### config.mk
export PLATFORM = sky130hd
export DESIGN_NAME = bus_transfer_ctrl
export DESIGN_NICKNAME = d
export VERILOG_FILES = /design/src/rtl/bus_transfer_ctrl.sv
export SDC_FILE = /design/constraint.sdc
export NUM_CORES = 1
export LEC_CHECK = 0
export BUFFER_PORTS_ARGS = -buffer_cell sky130_fd_sc_hd__buf_2
export CORE_MARGIN = 5
export CORE_UTILIZATION = 35
export CTS_BUF_LIST = sky130_fd_sc_hd__clkbuf_8
export CTS_CLUSTER_DIAMETER = 80
export CTS_CLUSTER_SIZE = 30
export DETAILED_ROUTE_END_ITERATION = 6
export GPL_TIMING_DRIVEN = 1
export HOLD_SLACK_MARGIN = 0.03
export PLACE_DENSITY_LB_ADDON = 0.1
export SETUP_SLACK_MARGIN = 0.02
export SLEW_MARGIN = 0
export SYNTH_ARGS = -nofsm -noshare
export SYNTH_HDL_FRONTEND = slang
export SYNTH_SLANG_ARGS = --single-unit
### constraint.sdc
create_clock -name clock -period 8.9 [get_ports clock]
set_clock_uncertainty 0.05 [all_clocks]
set_input_delay 1.78 -clock clock [delete_from_list [all_inputs] [get_ports clock]]
set_output_delay 1.78 -clock clock [all_outputs]
set_load 0.01 [all_outputs]
### src/rtl/bus_transfer_ctrl.sv
// Bus transfer sequencer: accepts one register transfer at a time, drives the one-hot
// source output-enable for DRIVE_CYCLES+1 cycles and pulses the destination load-enable.
module bus_transfer_ctrl #(
    parameter int unsigned DRIVE_CYCLES = 1
) (
    input  logic        clock,
    input  logic        clear,
    input  logic        req_valid,
    output logic        req_ready,
    input  logic [4:0]  req_src,
    input  logic [4:0]  req_dst,
    input  logic [31:0] ir,
    output logic [23:0] src_oe,
    output logic [23:0] dst_le,
    output logic [31:0] c_sign_extended,
    output logic        done,
    output logic        err
);

    typedef enum logic [1:0] {StIdle, StDrive, StLatch} state_e;

    localparam logic [3:0] DriveLoad = 4'(DRIVE_CYCLES);

    state_e      state_q, state_d;
    logic [3:0]  cnt_q, cnt_d;
    logic [23:0] src_oe_q, src_oe_d;
    logic [23:0] dst_le_q, dst_le_d;
    logic [23:0] dst_oh_q, dst_oh_d;
    logic [31:0] c_q, c_d;
    logic        done_q, done_d;
    logic        err_q, err_d;

    logic [4:0]  src_res, dst_res;
    logic        legal;
    logic        unused_ir;

    assign unused_ir = ^ir[31:27];

    // IR-relative codes 24..26 map onto R0..R15 via the Ra/Rb/Rc fields.
    always_comb begin
        src_res = req_src;
        case (req_src)
            5'd24:   src_res = {1'b0, ir[26:23]};
            5'd25:   src_res = {1'b0, ir[22:19]};
            5'd26:   src_res = {1'b0, ir[18:15]};
            default: ;
        endcase
    end

    always_comb begin
        dst_res = req_dst;
        case (req_dst)
            5'd24:   dst_res = {1'b0, ir[26:23]};
            5'd25:   dst_res = {1'b0, ir[22:19]};
            5'd26:   dst_res = {1'b0, ir[18:15]};
            default: ;
        endcase
    end

    assign legal = (req_src <= 5'd26) && ((req_dst <= 5'd26) || (req_dst == 5'd31));

    always_comb begin
        state_d  = state_q;
        cnt_d    = cnt_q;
        src_oe_d = src_oe_q;
        dst_le_d = '0;
        dst_oh_d = dst_oh_q;
        c_d      = c_q;
        done_d   = 1'b0;
        err_d    = 1'b0;

        case (state_q)
            StIdle: begin
                if (req_valid) begin
                    if (legal) begin
                        src_oe_d = 24'd1 << src_res;
                        dst_oh_d = (req_dst == 5'd31) ? 24'd0 : (24'd1 << dst_res);
                        c_d      = {{13{ir[18]}}, ir[18:0]};
                        cnt_d    = DriveLoad;
                        state_d  = StDrive;
                    end else begin
                        err_d = 1'b1;
                    end
                end
            end
            StDrive: begin
                if (cnt_q <= 4'd1) begin
                    dst_le_d = dst_oh_q;
                    done_d   = 1'b1;
                    state_d  = StLatch;
                end else begin
                    cnt_d = cnt_q - 4'd1;
                end
            end
            StLatch: begin
                src_oe_d = '0;
                state_d  = StIdle;
            end
            default: begin
                src_oe_d = '0;
                state_d  = StIdle;
            end
        endcase
    end

    always_ff @(posedge clock or posedge clear) begin
        if (clear) begin
            state_q  <= StIdle;
            cnt_q    <= '0;
            src_oe_q <= '0;
            dst_le_q <= '0;
            dst_oh_q <= '0;
            c_q      <= '0;
            done_q   <= 1'b0;
            err_q    <= 1'b0;
        end else begin
            state_q  <= state_d;
            cnt_q    <= cnt_d;
            src_oe_q <= src_oe_d;
            dst_le_q <= dst_le_d;
            dst_oh_q <= dst_oh_d;
            c_q      <= c_d;
            done_q   <= done_d;
            err_q    <= err_d;
        end
    end

    assign req_ready       = (state_q == StIdle);
    assign src_oe          = src_oe_q;
    assign dst_le          = dst_le_q;
    assign c_sign_extended = c_q;
    assign done            = done_q;
    assign err             = err_q;

endmodule
==> results.rst, run 1 <==
.. list-table::
   :header-rows: 1

   * - Metric
     - Value
   * - Worst-Skew Late Latency
     - between 0.3 and 0.4 ns
   * - Share of synthesized area occupied by flip-flops and latches
     - 57.78%
   * - Net switching power
     - 299.5 uW
   * - Gate Count Post-Synth
     - roughly 390
   * - Synthesis warning total
     - 0
   * - Number of sinks handled by clock tree synthesis
     - 99
   * - Detailed Place HPWL
     - 7471 microns
   * - Data required time of the worst path
     - ~9 ns
   * - Initial antenna violation count
     - 1
   * - EDFF count, synth
     - 0
   * - Share of synthesized cell area in and, or, nand and nor gates
     - between 10% and 20%
   * - Share of total power consumed by net switching
     - ~31%
   * - Total number of vias
     - around 3200
   * - Fin Hold WS
     - 0.4285 ns
   * - Worst rel slew slack
     - a little under a quarter
   * - Clock tree buffer depth
     - 2
   * - Met3 GRT Util
     - around 4.3%
   * - Proportion of layout cells with a drive suffix above 1
     - between 30% and 40%
   * - Summed instance area of the synthesized netlist
     - 4288 sq um
   * - Port Buf Inserts
     - roughly 120
   * - Max IR drop VDD
     - 84.42 uV
   * - Hold Violations, Final
     - 0
   * - Post-route antenna net violation count
     - 0
   * - Number of buffers inserted by hold repair at cts
     - 0
   * - Fraction of synthesis flops using an asynchronous set or reset pin
     - 100.0%
   * - Area fraction in compound gates after synthesis
     - 15.20%
   * - Overflow after GRT
     - 0
   * - Layout-stage area growth over the synthesis result
     - 19.29%
   * - Number of buffers created by CTS
     - 9
   * - Total leakage power
     - ~2.7 nW
   * - Sort of element at the end of the critical path
     - flip-flop
   * - Number of setup buffers added after CTS
     - 0
   * - Combinational share of power
     - a little under a fifth
   * - RSZ-0062 raised after global routing
     - false
   * - Total Neg Setup Slack
     - 0 ns
   * - Mux cell area share after synthesis
     - between 1.5 and 2%
   * - Most common cell after layout, fill and taps aside
     - sky130_fd_sc_hd__buf_2
   * - Final Setup Violations
     - 0
   * - Yosys reg bits
     - 99
   * - Combinational family with the most area after synthesis
     - simple AND/OR/NAND/NOR gates
   * - Period minus WS final
     - between 3 and 4 ns
   * - Period utilization
     - 38.49%
   * - Iter 0 DRT Violations
     - around 180
   * - Placeable core area
     - around 12000 sq um
   * - Die height
     - 120.7 microns
   * - Power share of the clock group
     - ~29%
   * - Via count of the first global-routing pass
     - 3245
   * - Power density over the cells
     - 188.7 nW/um^2
   * - Fraction of the mapped netlist area in adder cells
     - less than 1%
   * - Total Wirelength
     - roughly 10000 microns
   * - M1 GR Usage
     - between 10% and 20%
   * - Max-slew violation count
     - 0
   * - TritonCTS clock tree
     - yes
   * - Flip-flop cell with the highest count after synthesis
     - sky130_fd_sc_hd__dfrtp_1
   * - Number of top-level design ports
     - around 130
   * - Highest Clock Rate
     - between 200 and 300 MHz
   * - Sequential share of power
     - about 52%
   * - Count of standard-cell rows
     - 40
   * - Average wire length per cell after detail routing
     - roughly 16 microns
   * - Most crowded layer after global routing
     - met2
   * - Count of antenna diodes in the layout
     - 0
   * - Met2 layer usage reported by global route
     - between 20% and 30%
   * - Outcome
     - complete, no violations
   * - Peak fanout along the critical path
     - 24
   * - Number of search-and-repair iterations in the first detailed-routing pass
     - 4
   * - Data arrival time of the critical path
     - 3.69 ns
   * - Clock root buffer master
     - sky130_fd_sc_hd__clkbuf_8
   * - Most frequent cells in the layout
     - 122 x sky130_fd_sc_hd__buf_2, 99 x sky130_fd_sc_hd__dfrtp_1, 79 x sky130_fd_sc_hd__nand2_1
   * - Pint
     - roughly 670 uW
   * - Overall global routing resource usage
     - ~15%
   * - Share of the synthesized netlist area taken by xor and xnor gates
     - less than 1%
   * - Worst setup SP type
     - primary input
   * - Fill cell instance count of the final layout
     - roughly 1200
   * - Floorplan die area
     - roughly 15000 sq um
   * - Hold WC Path Type
     - flip-flop to flip-flop
   * - Synthesized net count
     - roughly 440
   * - Post-cts repair resize count
     - 0
   * - Via-to-Cell Ratio
     - 4.862
   * - Drc violations
     - 0
   * - Net count reported at finish
     - between 500 and 600
   * - Tightest Pin Transition
     - roughly 1.1 ns
   * - Htree depth
     - 3
   * - RePlAce Congestion
     - approximately 0.72
   * - Starting Density
     - roughly 36%
   * - Pin count of the biggest net entering global routing
     - between 60 and 70
   * - First-pass GRT wire length
     - ~17000 microns
   * - Library cells used by synthesis
     - 58
   * - Maxcap violations
     - 0
   * - CTS clock-pin slew for the worst setup and hold paths
     - ~0.09 ns
   * - Average cell area after synthesis
     - 10.94 sq um
   * - Total power consumption of the routed design
     - just under 1 mW
   * - Critical path type
     - primary input to flip-flop
   * - Horiz. Die Dim
     - about 120 microns
cells in the mapped netlist, types with 2 or more instances:
library cell	n	area (sq um)
sky130_fd_sc_hd__nand3b_1	6	45.04
sky130_fd_sc_hd__buf_2	8	40.04
sky130_fd_sc_hd__a21boi_0	2	15.01
sky130_fd_sc_hd__nor3b_1	2	15.01
sky130_fd_sc_hd__or2_2	2	12.51
sky130_fd_sc_hd__dfrtp_1	99	2477
sky130_fd_sc_hd__nor3_1	3	15.01
sky130_fd_sc_hd__o22ai_1	2	12.51
sky130_fd_sc_hd__a32o_1	9	90.09
sky130_fd_sc_hd__o21ai_0	20	100.1
sky130_fd_sc_hd__buf_4	15	112.6
sky130_fd_sc_hd__and3_1	2	12.51
sky130_fd_sc_hd__o2bb2ai_1	6	52.55
sky130_fd_sc_hd__inv_1	8	30.03
sky130_fd_sc_hd__nor2_1	18	67.56
sky130_fd_sc_hd__and2_1	27	168.9
sky130_fd_sc_hd__and3b_1	3	26.28
sky130_fd_sc_hd__buf_6	2	22.52
sky130_fd_sc_hd__nand3_1	4	20.02
sky130_fd_sc_hd__mux2_2	3	33.78
sky130_fd_sc_hd__ha_1	2	25.02
sky130_fd_sc_hd__o31ai_1	3	22.52
sky130_fd_sc_hd__mux2i_1	4	40.04
sky130_fd_sc_hd__nand2_1	79	296.5
sky130_fd_sc_hd__a21oi_1	3	15.01
sky130_fd_sc_hd__nor2b_1	3	18.77
sky130_fd_sc_hd__nor4b_1	2	17.52
sky130_fd_sc_hd__a211oi_1	2	15.01
sky130_fd_sc_hd__clkbuf_1	4	15.01
sky130_fd_sc_hd__a22o_1	21	183.9
worst max-delay path, stage by stage:
cell,delay (ns)
sky130_fd_sc_hd__buf_2,0.22
sky130_fd_sc_hd__and3b_1,0.21
sky130_fd_sc_hd__o211a_4,0.19
sky130_fd_sc_hd__nor2_1,0.07
sky130_fd_sc_hd__a31oi_2,0.92
sky130_fd_sc_hd__a22o_1,0.28
sequential cells by signal (all words and copies together) (netlist names):
register         flops
c_sign_extended     19
src_oe              24
state_q              2
dst_le              24
cnt_q                4
err                  1
done                 1
dst_oh_q            24
layout make-up:
type	count	area [sq um]	area share (%)
inverters	8	32.53	0.6360
flip-flops and latches	99	2477	48.43
multi-input cells	256	1610	31.48
repair buffers	124	625.6	12.23
clock inverters	6	47.55	0.9295
well taps	147	183.9	3.596
clock buffers	10	137.6	2.691
power by group through the flow:
stage | Sequential, mW | Clock (mW) | Combinational, mW
6_report | 0.506 | 0.276 | 0.183
5_1_grt | 0.512 | 0.305 | 0.205
4_1_cts | 0.506 | 0.290 | 0.189
3_5_place_dp | 0.514 | 0 | 0.189
3_3_place_gp | 0.514 | 0 | 0.186
2_1_floorplan | 0.528 | 0 | 0.115
final timing paths:
kind | startpoint | to | slack, ns | cells past startpoint
max | req_dst[1] | src_oe[6] | 5.47 | 6
min | c_sign_extended[13] | c_sign_extended[13] | 0.43 | 2
min in group asynchronous | clear | c_sign_extended[8] | 1.36 | 2
max reg2reg | cnt_q[0] | dst_le[20] | 6.95 | 5
max in group asynchronous | clear | dst_le[21] | 6.29 | 3
min reg2reg | c_sign_extended[13] | c_sign_extended[13] | 0.43 | 2
metrics by stage:
step / utilization (%) / worst slack [ns] / cell area [sq um] / cells
after floorplan: - / 4.480 / 4288 / 392
after global placement: 41.04 / 5.098 / 4930 / 634
after detailed placement: 41.04 / 5.066 / 4930 / 634
after CTS: 42.58 / 5.492 / 5115 / 650
after global routing: 42.58 / 5.285 / 5115 / 650
final: 42.58 / 5.474 / 5115 / 650
per-layer routing:
metal | vias up | part of all wire (%)
li1 | 1564 | -
met1 | 1504 | 45
met2 | 76 | 47
met3 | 14 | 5.3
met4 | 2 | 1.9
met5 | - | 0.068
cell families (layout without fill, tap and decap cells):
| group | count (synthesis) | count (layout) |
|---|---|---|
| buf+inv | 37 | 148 |
| xor+xnor | 1 | 1 |
| compound gates | 83 | 83 |
| fa+ha+maj | 2 | 2 |
| mux | 7 | 7 |
| simple gates | 163 | 163 |
| flops | 99 | 99 |
Power figures use the tool's default switching activity.
==> inputs of run 2 (changes only) <==
Clock period 8.9 ns to 3.2 ns, I/O delays scaled along.
==> run 2 against run 1 <==
- first-iteration DRC count shrank 26%
- core utilization grew 0.23 points
- register-to-register slack lost 5.7 ns
- cell count grew 0.62%
- worst setup slack lost 4.6 ns
- cell area grew 0.54%
- wire length grew 0.88%
- global-route usage shrank 0.15 points
- flip-flop and latch count is the same
- sequential share of layout area shrank 0.26 points
- combinational power grew to 2.8 times the previous value
- largest cell class unchanged
- largest power group unchanged
==> results.rst, run 2 (synthesis gave the netlist of run 1 again) <==
.. list-table::
   :header-rows: 1

   * - Metric
     - Value
   * - Outcome
     - complete, no violations
   * - Maxcap violations
     - 0 (unchanged)
   * - Combinational share of power
     - 19.3% (+0.3 points)
   * - Post-route antenna net violation count
     - 0 (unchanged)
   * - Hold WC Path Type
     - primary input to async pin
   * - Data arrival time of the critical path
     - 2.57 ns (-1.12 ns)
   * - Number of top-level design ports
     - 128 (unchanged)
   * - Count of standard-cell rows
     - 40 (unchanged)
   * - Clock tree buffer depth
     - 2 (unchanged)
   * - Pin count of the biggest net entering global routing
     - 47 (-23%)
   * - Total Wirelength
     - 10340 microns (+0.88%)
   * - Floorplan die area
     - 14560 sq um (unchanged)
   * - Placeable core area
     - 12010 sq um (unchanged)
   * - Post-cts repair resize count
     - 0 (unchanged)
   * - Htree depth
     - 3 (unchanged)
   * - Area of combinational cells with multiple inputs
     - 1602 sq um (-0.54%)
   * - Initial antenna violation count
     - 1 (unchanged)
   * - Critical-path cell list
     - buf_2, a21oi_1, nor2_1, nor2_1, a31oi_2, a22o_1
   * - Net switching power
     - 844.5 uW (+180%)
   * - Worst rel slew slack
     - 22.41% (-1.0 points)
   * - Number of buffers inserted by hold repair at cts
     - 0 (unchanged)
   * - Proportion of layout cells with a drive suffix above 1
     - 31.56% (+0.54 points)
   * - Fin Hold WS
     - 0.3097 ns (-0.1188 ns)
   * - RePlAce Congestion
     - 0.7235 (+1.1%)
   * - Pint
     - 1.834 mW (+180%)
   * - Most common cell after layout, fill and taps aside
     - sky130_fd_sc_hd__buf_2
   * - Worst path buffer plus inverter count
     - 1 (unchanged)
   * - Sort of element at the end of the critical path
     - flip-flop
   * - Register Area
     - 2477 sq um (unchanged)
   * - Number of setup buffers added after CTS
     - 0 (unchanged)
   * - Max-slew violation count
     - 0 (unchanged)
   * - Final standard cell count with taps included and fillers excluded
     - 654 (+0.62%)
   * - Number of search-and-repair iterations in the first detailed-routing pass
     - 5 (+1)
   * - Total leakage power
     - 2.718 nW (+0.65%)
   * - Worst setup SP type
     - primary input
   * - Most frequent cells in the layout
     - 122 x sky130_fd_sc_hd__buf_2, 99 x sky130_fd_sc_hd__dfrtp_1, 79 x sky130_fd_sc_hd__nand2_1
   * - Cell with the most instances on the worst path
     - sky130_fd_sc_hd__nor2_1
   * - Total number of vias
     - 3138 (-0.70%)
   * - Power density over the cells
     - 520.9 nW/um^2 (+180%)
   * - Final Setup Violations
     - 0 (unchanged)
   * - CTS clock-pin slew for the worst setup and hold paths
     - 0.10 ns (about the same)
   * - Count of antenna diodes in the layout
     - 0 (unchanged)
   * - Average wire length per cell after detail routing
     - 15.80 microns (+0.26%)
   * - Period utilization
     - a little under three quarters
   * - Net count reported at finish
     - 549 (+0.73%)
   * - RSZ-0062 raised after global routing
     - false
   * - Clock root buffer master
     - sky130_fd_sc_hd__clkbuf_8
   * - Number of sinks handled by clock tree synthesis
     - 99 (unchanged)
   * - Overall global routing resource usage
     - 14.91% (-0.15 points)
   * - Number of buffers created by CTS
     - 9 (unchanged)
   * - Delay of the slowest critical-path stage
     - 0.94 ns (+0.02 ns)
   * - Crit-path leading delay family
     - compound AO/OA/AOI/OAI gates
   * - Iter 0 DRT Violations
     - 136 (-26%)
   * - Total Neg Setup Slack
     - 0 ns (unchanged)
   * - Tightest Pin Transition
     - 1.160 ns (+0.01507 ns)
   * - Overflow after GRT
     - 0 (unchanged)
   * - Highest Clock Rate
     - between 400 and 500 MHz
   * - Max IR drop VDD
     - 200.5 uV (+140%)
   * - Period minus WS final
     - 2.293 ns
   * - Starting Density
     - 35.70% (unchanged)
   * - Peak fanout along the critical path
     - 24 (unchanged)
   * - Fill cell instance count of the final layout
     - 1224 (+0.74%)
   * - TritonCTS clock tree
     - yes
   * - Share of total power consumed by net switching
     - 31.52% (+0.49 points)
   * - Via-to-Cell Ratio
     - 4.798 (-1.3%)
   * - Via count of the first global-routing pass
     - 3283 (+1.2%)
   * - Die height
     - 120.7 microns (unchanged)
   * - Detailed Place HPWL
     - 7691 microns (+3.0%)
   * - Hold Violations, Final
     - 0 (unchanged)
   * - Worst-Skew Late Latency
     - 0.39 ns (about the same)
   * - Sequential share of power
     - 52.4% (about the same)
   * - Drc violations
     - 0 (unchanged)
   * - Horiz. Die Dim
     - 120.7 microns (unchanged)
   * - Power share of the clock group
     - 28.3% (-0.3 points)
   * - Layout-stage area growth over the synthesis result
     - 19.93%
   * - Critical path type
     - primary input to flip-flop
   * - Cell type of the slowest stage on the worst timing path
     - sky130_fd_sc_hd__a31oi_2
   * - First-pass GRT wire length
     - 16990 microns (-0.97%)
   * - Cell count after placement
     - 638 (+0.63%)
   * - Data required time of the worst path
     - 3.47 ns (-5.69 ns)
   * - Port Buf Inserts
     - 122 (unchanged)
-- run 2: layout make-up --
cell class / count / share of cell area [%]
Sequential cell: 99 / 48.18
Multi-Input combinational cell: 256 / 31.14
Timing Repair Buffer: 128 / 12.99
Tap cell: 147 / 3.577
Clock buffer: 9 / 2.409
Clock inverter: 7 / 1.046
Inverter: 8 / 0.6569
-- run 2: layer usage --
layer | vias up | share of wire, % | global-route usage [%]
met3 | 14 | 5.8 | 4.443
met5 | - | 0.19 | 0
met1 | 1478 | 43 | 17.97
met4 | 2 | 2.1 | 6.799
met2 | 74 | 49 | 24.55
li1 | 1570 | - | -
-- run 2: path summary, 6_finish.rpt --
kind                       depth (start not counted)            endpoint          from  slack [ns]
setup / recovery                                   6           src_oe[6]    req_src[1]        0.91
setup reg to reg                                   5        dst_oh_q[10]    state_q[1]        1.28
hold reg to reg                                    2        dst_oh_q[18]  dst_oh_q[18]        0.43
max in group asynchronous                          3                 err         clear        2.01
hold / removal                                     2        dst_oh_q[23]         clear        0.31
min in group clock                                 3  c_sign_extended[8]         ir[8]        0.39
-- run 2: metrics by stage --
step                      total power [mW]  utilization [%]  setup slack, ns  cell area (sq um)
after CTS                            2.724            42.81           0.9164               5142
after global placement               1.953            41.33           0.5438               4965
after detailed placement             1.959            41.33           0.5271               4965
after floorplan                      1.789                -            1.079               4292
after global routing                 2.839            42.81           0.7257               5142
final                                2.679            42.81           0.9072               5142
-- run 2: power groups by stage --
stage / clock network [mW] / registers (mW) / logic [mW]
CTS: 0.787 / 1.41 / 0.531
floorplan: 0 / 1.47 / 0.321
global placement: 0 / 1.43 / 0.526
finish: 0.757 / 1.41 / 0.517
global route: 0.838 / 1.42 / 0.579
detailed placement: 0 / 1.43 / 0.530
-- run 2: worst register-to-register path: cells and delay by family (launching register included) --
kind / cells / cell delay [ns]
AND/OR/NAND/NOR: 2 / 0.61
flip-flops: 1 / 0.43
buffers and inverters: 1 / 0.08
AO/OA/AOI/OAI: 2 / 0.70
